### config.mk
export PLATFORM = sky130hd
export DESIGN_NAME = pad_event_encoder
export DESIGN_NICKNAME = d
export VERILOG_FILES = /design/src/rtl/pad_event_encoder.sv
export SDC_FILE = /design/constraint.sdc
export NUM_CORES = 1
export LEC_CHECK = 0
export CORE_MARGIN = 1
export CORE_UTILIZATION = 49
export CTS_CLUSTER_SIZE = 12
export DETAILED_ROUTE_END_ITERATION = 10
export DONT_BUFFER_PORTS = 1
export PLACE_DENSITY = 0.67
export SYNTH_ARGS = -nofsm -noshare
export SYNTH_HDL_FRONTEND = slang
export SYNTH_SLANG_ARGS = --single-unit
### constraint.sdc
create_clock -name clk -period 2.49 [get_ports clk]
set_clock_uncertainty 0.1 [all_clocks]
set_input_delay 0.249 -clock clk [delete_from_list [all_inputs] [get_ports clk]]
set_output_delay 0.249 -clock clk [all_outputs]
set_load 0.01 [all_outputs]
### src/rtl/pad_event_encoder.sv
// Launchpad pad event encoder: picks the lowest pressed pad, debounces press and
// release, and emits a hold level plus start/end pulses. Optional macro: PAD_EVENT_HOLD_TIMEOUT_EN.
module pad_event_encoder #(
  parameter int unsigned DEBOUNCE_CYCLES = 4,
  parameter int unsigned TIMEOUT_CYCLES  = 64
) (
  input  logic        clk,
  input  logic        rst,
  input  logic [15:0] pad_raw,
  output logic        button_inp,
  output logic [3:0]  event_id,
  output logic        event_start,
  output logic        event_end,
  output logic        busy
);

  localparam int unsigned PAD_W  = 16;
  localparam int unsigned ID_W   = 4;
  localparam int unsigned CNT_W  = 8;
  localparam int unsigned HOLD_W = 16;

  localparam logic [CNT_W-1:0] DB_LAST = CNT_W'(DEBOUNCE_CYCLES - 1);
  localparam logic [CNT_W-1:0] DB_FULL = CNT_W'(DEBOUNCE_CYCLES);
  localparam logic [CNT_W-1:0] CNT_MAX = {CNT_W{1'b1}};

  if (DEBOUNCE_CYCLES < 1 || DEBOUNCE_CYCLES > 255) begin : g_bad_debounce
    $error("pad_event_encoder: DEBOUNCE_CYCLES out of range 1..255");
  end
  if (TIMEOUT_CYCLES < 2 || TIMEOUT_CYCLES > 65535) begin : g_bad_timeout
    $error("pad_event_encoder: TIMEOUT_CYCLES out of range 2..65535");
  end

  typedef enum logic [2:0] {
    IDLE       = 3'd0,
    PRESS_DB   = 3'd1,
    ACTIVE     = 3'd2,
    RELEASE_DB = 3'd3,
    LOCKOUT    = 3'd4
  } state_t;

  state_t           state_q, state_d;
  logic [CNT_W-1:0] cnt_q, cnt_d;
  logic [ID_W-1:0]  id_q, id_d;
  logic             button_q, button_d;
  logic             start_q, start_d;
  logic             end_q, end_d;
  logic             busy_q, busy_d;

  logic [ID_W-1:0]  low_idx;
  logic             sel_pad;
  logic [CNT_W-1:0] cnt_inc;

`ifdef PAD_EVENT_HOLD_TIMEOUT_EN
  localparam logic [HOLD_W-1:0] HOLD_LIMIT = HOLD_W'(TIMEOUT_CYCLES);
  logic [HOLD_W-1:0] hold_q, hold_d;
  logic [HOLD_W-1:0] hold_inc;
`endif

  // Lowest-index pressed pad wins a simultaneous press
  always_comb begin
    low_idx = '0;
    for (int i = PAD_W - 1; i >= 0; i--) begin
      if (pad_raw[i]) low_idx = ID_W'(i);
    end
  end

  assign sel_pad = pad_raw[id_q];
  assign cnt_inc = (cnt_q == CNT_MAX) ? cnt_q : cnt_q + CNT_W'(1);
`ifdef PAD_EVENT_HOLD_TIMEOUT_EN
  assign hold_inc = (hold_q == {HOLD_W{1'b1}}) ? hold_q : hold_q + HOLD_W'(1);
`endif

  always_comb begin
    state_d  = state_q;
    cnt_d    = cnt_q;
    id_d     = id_q;
    button_d = button_q;
    start_d  = 1'b0;
    end_d    = 1'b0;
`ifdef PAD_EVENT_HOLD_TIMEOUT_EN
    hold_d   = hold_q;
`endif

    case (state_q)
      IDLE: begin
        if (|pad_raw) begin
          id_d    = low_idx;
          cnt_d   = '0;
          state_d = PRESS_DB;
        end
      end
      PRESS_DB: begin
        if (!sel_pad) begin
          state_d = IDLE;
        end else if (cnt_q == DB_LAST) begin
          state_d  = ACTIVE;
          button_d = 1'b1;
          start_d  = 1'b1;
`ifdef PAD_EVENT_HOLD_TIMEOUT_EN
          hold_d   = '0;
`endif
        end else begin
          cnt_d = cnt_inc;
        end
      end
      ACTIVE: begin
        if (!sel_pad) begin
          state_d = RELEASE_DB;
          cnt_d   = '0;
        end
      end
      RELEASE_DB: begin
        if (sel_pad) begin
          state_d = ACTIVE;
        end else if (cnt_q == DB_LAST) begin
          state_d  = IDLE;
          button_d = 1'b0;
          end_d    = 1'b1;
        end else begin
          cnt_d = cnt_inc;
        end
      end
      LOCKOUT: begin
        // Wait for DEBOUNCE_CYCLES+1 consecutive low samples of the held pad
        if (sel_pad) begin
          cnt_d = '0;
        end else if (cnt_q == DB_FULL) begin
          state_d = IDLE;
        end else begin
          cnt_d = cnt_inc;
        end
      end
      default: begin
        state_d  = IDLE;
        button_d = 1'b0;
      end
    endcase

`ifdef PAD_EVENT_HOLD_TIMEOUT_EN
    // Hold timeout overrides a pending hold, but a completed release already ends the event
    if (state_q == ACTIVE || state_q == RELEASE_DB) begin
      hold_d = hold_inc;
      if (hold_inc == HOLD_LIMIT && state_d != IDLE) begin
        state_d  = LOCKOUT;
        button_d = 1'b0;
        end_d    = 1'b1;
        cnt_d    = '0;
      end
    end
`endif

    busy_d = (state_d != IDLE);
  end

  always_ff @(posedge clk) begin
    if (rst) begin
      state_q  <= IDLE;
      cnt_q    <= '0;
      id_q     <= '0;
      button_q <= 1'b0;
      start_q  <= 1'b0;
      end_q    <= 1'b0;
      busy_q   <= 1'b0;
`ifdef PAD_EVENT_HOLD_TIMEOUT_EN
      hold_q   <= '0;
`endif
    end else begin
      state_q  <= state_d;
      cnt_q    <= cnt_d;
      id_q     <= id_d;
      button_q <= button_d;
      start_q  <= start_d;
      end_q    <= end_d;
      busy_q   <= busy_d;
`ifdef PAD_EVENT_HOLD_TIMEOUT_EN
      hold_q   <= hold_d;
`endif
    end
  end

  assign button_inp  = button_q;
  assign event_id    = id_q;
  assign event_start = start_q;
  assign event_end   = end_q;
  assign busy        = busy_q;

endmodule

==> report_table.html <==
<table>
<tr><th>Metric</th><th>Value</th></tr>
<tr><th colspan="2">Synthesis</th></tr>
<tr><td>Mapped Area</td><td>1260 µm²</td></tr>
<tr><td>Synthesis-stage register bit count</td><td>19</td></tr>
<tr><td>Syn Area/Cell</td><td>8.31 µm²</td></tr>
<tr><td>Sequential cell area fraction in the yosys report</td><td>30.1%</td></tr>
<tr><td>Multiplexer fraction of the synthesized cell area</td><td>9.41%</td></tr>
<tr><td>Area leader, netlist</td><td>sky130_fd_sc_hd__dfxtp_1</td></tr>
<tr><td>Synthesized netlist cell count</td><td>152</td></tr>
<tr><td>Number of flops mapped to enable cells by yosys</td><td>0</td></tr>
<tr><td>Top-area cell type share of the netlist area</td><td>30.1%</td></tr>
<tr><td>Count of unique library cells instantiated by Yosys</td><td>47</td></tr>
<tr><td>Most used flip-flop cell after synthesis</td><td>sky130_fd_sc_hd__dfxtp_1</td></tr>
<tr><td>Synth Net Count</td><td>172</td></tr>
<tr><td>Synth Area in Compound Gates</td><td>25.1%</td></tr>
<tr><td>Main combinational cell family by area after synthesis</td><td>simple AND/OR/NAND/NOR gates</td></tr>
<tr><td>Adder and majority cell fraction of the synthesized area</td><td>1.98%</td></tr>
<tr><td>Main area contributors after synthesis</td><td>sky130_fd_sc_hd__dfxtp_1, sky130_fd_sc_hd__mux4_1, sky130_fd_sc_hd__nor2_1, sky130_fd_sc_hd__a21oi_1, sky130_fd_sc_hd__nand2_1</td></tr>
<tr><td>Xor/xnor share of the synthesized area</td><td>2.77%</td></tr>
<tr><td>Simple-Gate Fraction of Synth Area</td><td>26.4%</td></tr>
<tr><td>Synth warnings</td><td>0</td></tr>
<tr><td>Async set or reset register ratio after synthesis</td><td>0%</td></tr>
<tr><th colspan="2">Global routing</th></tr>
<tr><td>Number of antenna violations at the first check in global routing</td><td>0</td></tr>
<tr><td>Remaining Overflow, GRT</td><td>0</td></tr>
<tr><td>Pin count of the biggest net entering global routing</td><td>12</td></tr>
<tr><td>Via count of the first global-routing pass</td><td>1144</td></tr>
<tr><td>Global routing usage summed across all routing layers</td><td>23.7%</td></tr>
<tr><td>Wire length of the first global-routing pass</td><td>4.86 mm</td></tr>
<tr><th colspan="2">Routing</th></tr>
<tr><td>Number of DRC markers after the initial detailed-route iteration</td><td>29</td></tr>
<tr><td>Iteration count of the initial detailed-routing pass</td><td>4</td></tr>
<tr><td>Total detailed-routing wirelength</td><td>2.92 mm</td></tr>
<tr><td>Via density</td><td>6.12</td></tr>
<tr><td>Drt wl/cell</td><td>14.5 µm</td></tr>
<tr><td>DRC violation count after routing</td><td>0</td></tr>
<tr><td>Number of nets with antenna violations after routing</td><td>0</td></tr>
<tr><td>Total via count in the routed design</td><td>1230</td></tr>
<tr><th colspan="2">Final layout</th></tr>
<tr><td>Synth-to-Final Area Change</td><td>14.2%</td></tr>
<tr><td>Cell area after layout</td><td>1440 µm²</td></tr>
<tr><td>Final standard cell utilization of the core</td><td>58.8%</td></tr>
<tr><td>Nets@finish</td><td>192</td></tr>
<tr><td>Number of inserted diodes</td><td>0</td></tr>
<tr><td>Fraction of final layout cells sized beyond drive strength 1</td><td>20.5%</td></tr>
<tr><th colspan="2">Clock tree</th></tr>
<tr><td>Worst skew pair latency</td><td>0.30 ns</td></tr>
<tr><td>Clock Pin Slew Worst Setup and Hold Paths</td><td>0.11 ns</td></tr>
<tr><td>CTS buffer count</td><td>3</td></tr>
<tr><td>CTS tree</td><td>built</td></tr>
<tr><td>CTS root buf</td><td>sky130_fd_sc_hd__clkbuf_4</td></tr>
<tr><td>CTS sink count</td><td>19</td></tr>
<tr><td>Clock Path Buffers</td><td>2</td></tr>
<tr><td>Level count of the clock H-tree</td><td>1</td></tr>
<tr><th colspan="2">Setup path</th></tr>
<tr><td>Maximum fanout count along the critical path</td><td>5</td></tr>
<tr><td>Capture point of the worst reg-to-reg path</td><td>cnt_q[7]$_SDFFE_PP0P_</td></tr>
<tr><td>Category of cells accounting for the largest share of critical-path delay</td><td>multiplexers</td></tr>
<tr><td>Critical path's most frequent cell</td><td>sky130_fd_sc_hd__buf_4</td></tr>
<tr><td>Cells traversed along the worst timing path</td><td>mux4_2 &gt; mux2i_2 &gt; buf_4 &gt; a21o_4 &gt; a211oi_2 &gt; buf_4 &gt; or2_2 &gt; and4_1 &gt; nor3_1</td></tr>
<tr><td>Critical Path AT</td><td>2.55 ns</td></tr>
<tr><td>CP max-delay cell</td><td>sky130_fd_sc_hd__mux4_2</td></tr>
<tr><td>R2R Path Start</td><td>event_id[2]$_SDFFE_PP0P_</td></tr>
<tr><td>Register-to-register setup slack</td><td>0.06 ns</td></tr>
<tr><td>Crit. End Element</td><td>register</td></tr>
<tr><td>Cell count of the worst reg-to-reg path</td><td>9</td></tr>
<tr><td>Worst stage delay on the critical path</td><td>0.51 ns</td></tr>
<tr><td>Number of buffers and inverters on the critical path</td><td>2</td></tr>
<tr><td>Critical path startpoint category</td><td>register</td></tr>
<tr><td>Critical path class</td><td>reg -&gt; reg</td></tr>
<tr><td>Required time at the endpoint of the critical path</td><td>2.62 ns</td></tr>
<tr><th colspan="2">Hold path</th></tr>
<tr><td>Launch instance of the worst min-delay path</td><td>pad_raw[0]</td></tr>
<tr><td>Worst min-delay path endpoint</td><td>event_id[3]$_SDFFE_PP0P_</td></tr>
<tr><td>Class of the worst hold path</td><td>in -&gt; reg</td></tr>
<tr><td>Count of cells along the worst hold path</td><td>3</td></tr>
<tr><th colspan="2">Timing</th></tr>
<tr><td>Final count of hold timing violations</td><td>0</td></tr>
<tr><td>Setup slack of the critical path after layout</td><td>0.0635 ns</td></tr>
<tr><td>Fmax achieved</td><td>412 MHz</td></tr>
<tr><td>RSZ-0062 raised after global routing</td><td>yes</td></tr>
<tr><td>Final clock period utilization by the worst path</td><td>97.5%</td></tr>
<tr><td>Number of max-slew violations in the final report</td><td>0</td></tr>
<tr><td>Post-layout minimum cycle time</td><td>2.43 ns</td></tr>
<tr><td>WHS</td><td>0.0563 ns</td></tr>
<tr><td>Transition time of the tightest slew-check pin</td><td>0.536 ns</td></tr>
<tr><td>Rel. slew slack</td><td>63.9%</td></tr>
<tr><td>Final setup violation count</td><td>0</td></tr>
<tr><th colspan="2">Place</th></tr>
<tr><td>Post-placement worst setup slack</td><td>0.0105 ns</td></tr>
<tr><td>Final GP Congestion</td><td>0.834</td></tr>
<tr><td>DPL Wire Length</td><td>2.26 mm</td></tr>
<tr><td># port buffers</td><td>0</td></tr>
<tr><td>Instance area at placement</td><td>1370 µm²</td></tr>
<tr><th colspan="2">Floorplan</th></tr>
<tr><td>Number of top-level design ports</td><td>26</td></tr>
<tr><td>Core footprint</td><td>2450 µm²</td></tr>
<tr><td>Overall die height</td><td>52.8 µm</td></tr>
<tr><td>Area of the die</td><td>2790 µm²</td></tr>
<tr><td>Number of cell rows</td><td>18</td></tr>
<tr><td>Width of the die</td><td>52.8 µm</td></tr>
<tr><td>Initial Utilization</td><td>51.5%</td></tr>
<tr><th colspan="2">Power</th></tr>
<tr><td>Largest voltage drop on the vdd net</td><td>406 µV</td></tr>
<tr><td>Power density cells</td><td>430 nW/µm²</td></tr>
<tr><td>Lkg Pwr</td><td>0.517 nW</td></tr>
<tr><th colspan="2">Outcome</th></tr>
<tr><td>Status</td><td>complete, no violations</td></tr>
<tr><th colspan="2">Run</th></tr>
<tr><td>Number of max-cap violations</td><td>0</td></tr>
</table>
layout by cell type (no fill, tap or decap), types with 2 or more instances in the layout:
master                           n
sky130_fd_sc_hd__o21ai_0         4
sky130_fd_sc_hd__o31ai_1         2
sky130_fd_sc_hd__buf_4          15
sky130_fd_sc_hd__nand2_1        17
sky130_fd_sc_hd__dfxtp_4         2
sky130_fd_sc_hd__nor4_1          5
sky130_fd_sc_hd__nand3_1         4
sky130_fd_sc_hd__ha_1            2
sky130_fd_sc_hd__o211ai_1        2
sky130_fd_sc_hd__xor2_1          3
sky130_fd_sc_hd__dlygate4sd3_1   2
sky130_fd_sc_hd__and2_1          2
sky130_fd_sc_hd__a211oi_1        3
sky130_fd_sc_hd__dfxtp_1        17
sky130_fd_sc_hd__nor2b_1         2
sky130_fd_sc_hd__clkbuf_4        3
sky130_fd_sc_hd__nor2_1         18
sky130_fd_sc_hd__a31oi_1         2
sky130_fd_sc_hd__nand4_1         3
sky130_fd_sc_hd__o21ai_1         2
sky130_fd_sc_hd__a21oi_1        13
sky130_fd_sc_hd__mux4_2          3
sky130_fd_sc_hd__and3_2          2
sky130_fd_sc_hd__nor3_1          7
sky130_fd_sc_hd__inv_1          10
repair_timing:
item,CTS,global route
pin swaps,2,3
setup endpoints to repair,2,5
setup buffers,1,3
resized for setup,0,8
hold buffers,2,0
endpoints found under the hold margin,5,0
power by group:
group          total [mW]  leakage [nW]  internal (mW)  switching, mW
Sequential          0.329         0.156          0.313         0.0163
Clock               0.155        0.0177         0.0599         0.0950
Combinational       0.136         0.343         0.0699         0.0659
Total               0.620         0.517          0.443          0.177
worst max path at each step:
stage | start | end | slack (ns) | depth (start not counted)
6_report | event_id[2]$_SDFFE_PP0P_ | cnt_q[7]$_SDFFE_PP0P_ | 0.06 | 9
2_1_floorplan | event_id[2]$_SDFFE_PP0P_ | cnt_q[5]$_SDFFE_PP0P_ | 0.06 | 7
3_3_place_gp | event_id[1]$_SDFFE_PP0P_ | cnt_q[5]$_SDFFE_PP0P_ | 0.07 | 9
4_1_cts | event_id[1]$_SDFFE_PP0P_ | cnt_q[5]$_SDFFE_PP0P_ | 0.01 | 9
5_1_grt | event_id[2]$_SDFFE_PP0P_ | cnt_q[7]$_SDFFE_PP0P_ | -0.04 | 9
3_5_place_dp | event_id[2]$_SDFFE_PP0P_ | cnt_q[5]$_SDFFE_PP0P_ | 0.01 | 7
metrics by stage:
stage	TNS, ns	cells	total power [mW]
CTS	0	198	0.623
finish	0	201	0.620
global placement	0	191	0.459
floorplan	0	152	0.428
detailed placement	0	191	0.462
global route	-0.103	201	0.656
synth_stat cells (all sizes together) (2+ instances only):
library cell / n
a2111oi: 2
a211oi: 4
a21oi: 13
a31oi: 2
and2: 2
and3: 3
dfxtp: 19
ha: 2
inv: 10
mux4: 4
nand2: 17
nand3: 4
nand4: 3
nor2: 18
nor2b: 2
nor3: 7
nor4: 5
o211ai: 3
o21ai: 6
o31ai: 2
xor2: 3
cell families after synthesis:
kind of cell               count (synthesis)
DFF                                       19
and+or+nand+nor                           68
AOI/OAI and AO/OA                         42
xor gates and xnor gates                   4
buffers and inverters                     12
muxes                                      5
adders and majority gates                  2
tightest hold or removal path: stages:
cell and delay, ns:
sky130_fd_sc_hd__nor4_1 0.04, sky130_fd_sc_hd__nand2_1 0.07, sky130_fd_sc_hd__a211oi_1 0.06
registers in the layout, indices dropped and copies added (netlist names):
signal,count
busy,1
button_inp,1
cnt_q,8
event_end,1
event_id,4
event_start,1
state_q,3
layout make-up:
type | count | area, µm²
clock buffers | 3 | 22.5
clock inverters | 1 | 5.00
fillers | 231 | 1010
inverters | 10 | 37.5
multi-input cells | 121 | 820
flip-flops and latches | 19 | 388
well taps | 30 | 37.5
repair buffers | 17 | 133
routing by layer:
metal  vias to the layer above  GRT usage, %  routed length [µm]
li1                        610             -                   -
met1                       584          29.4                1290
met2                        36          41.6                1430
met3                         0          6.67                 195
met4                         0          2.63                   0
met5                         -             0                   0
Note: power is estimated with default switching activity, not from simulation.
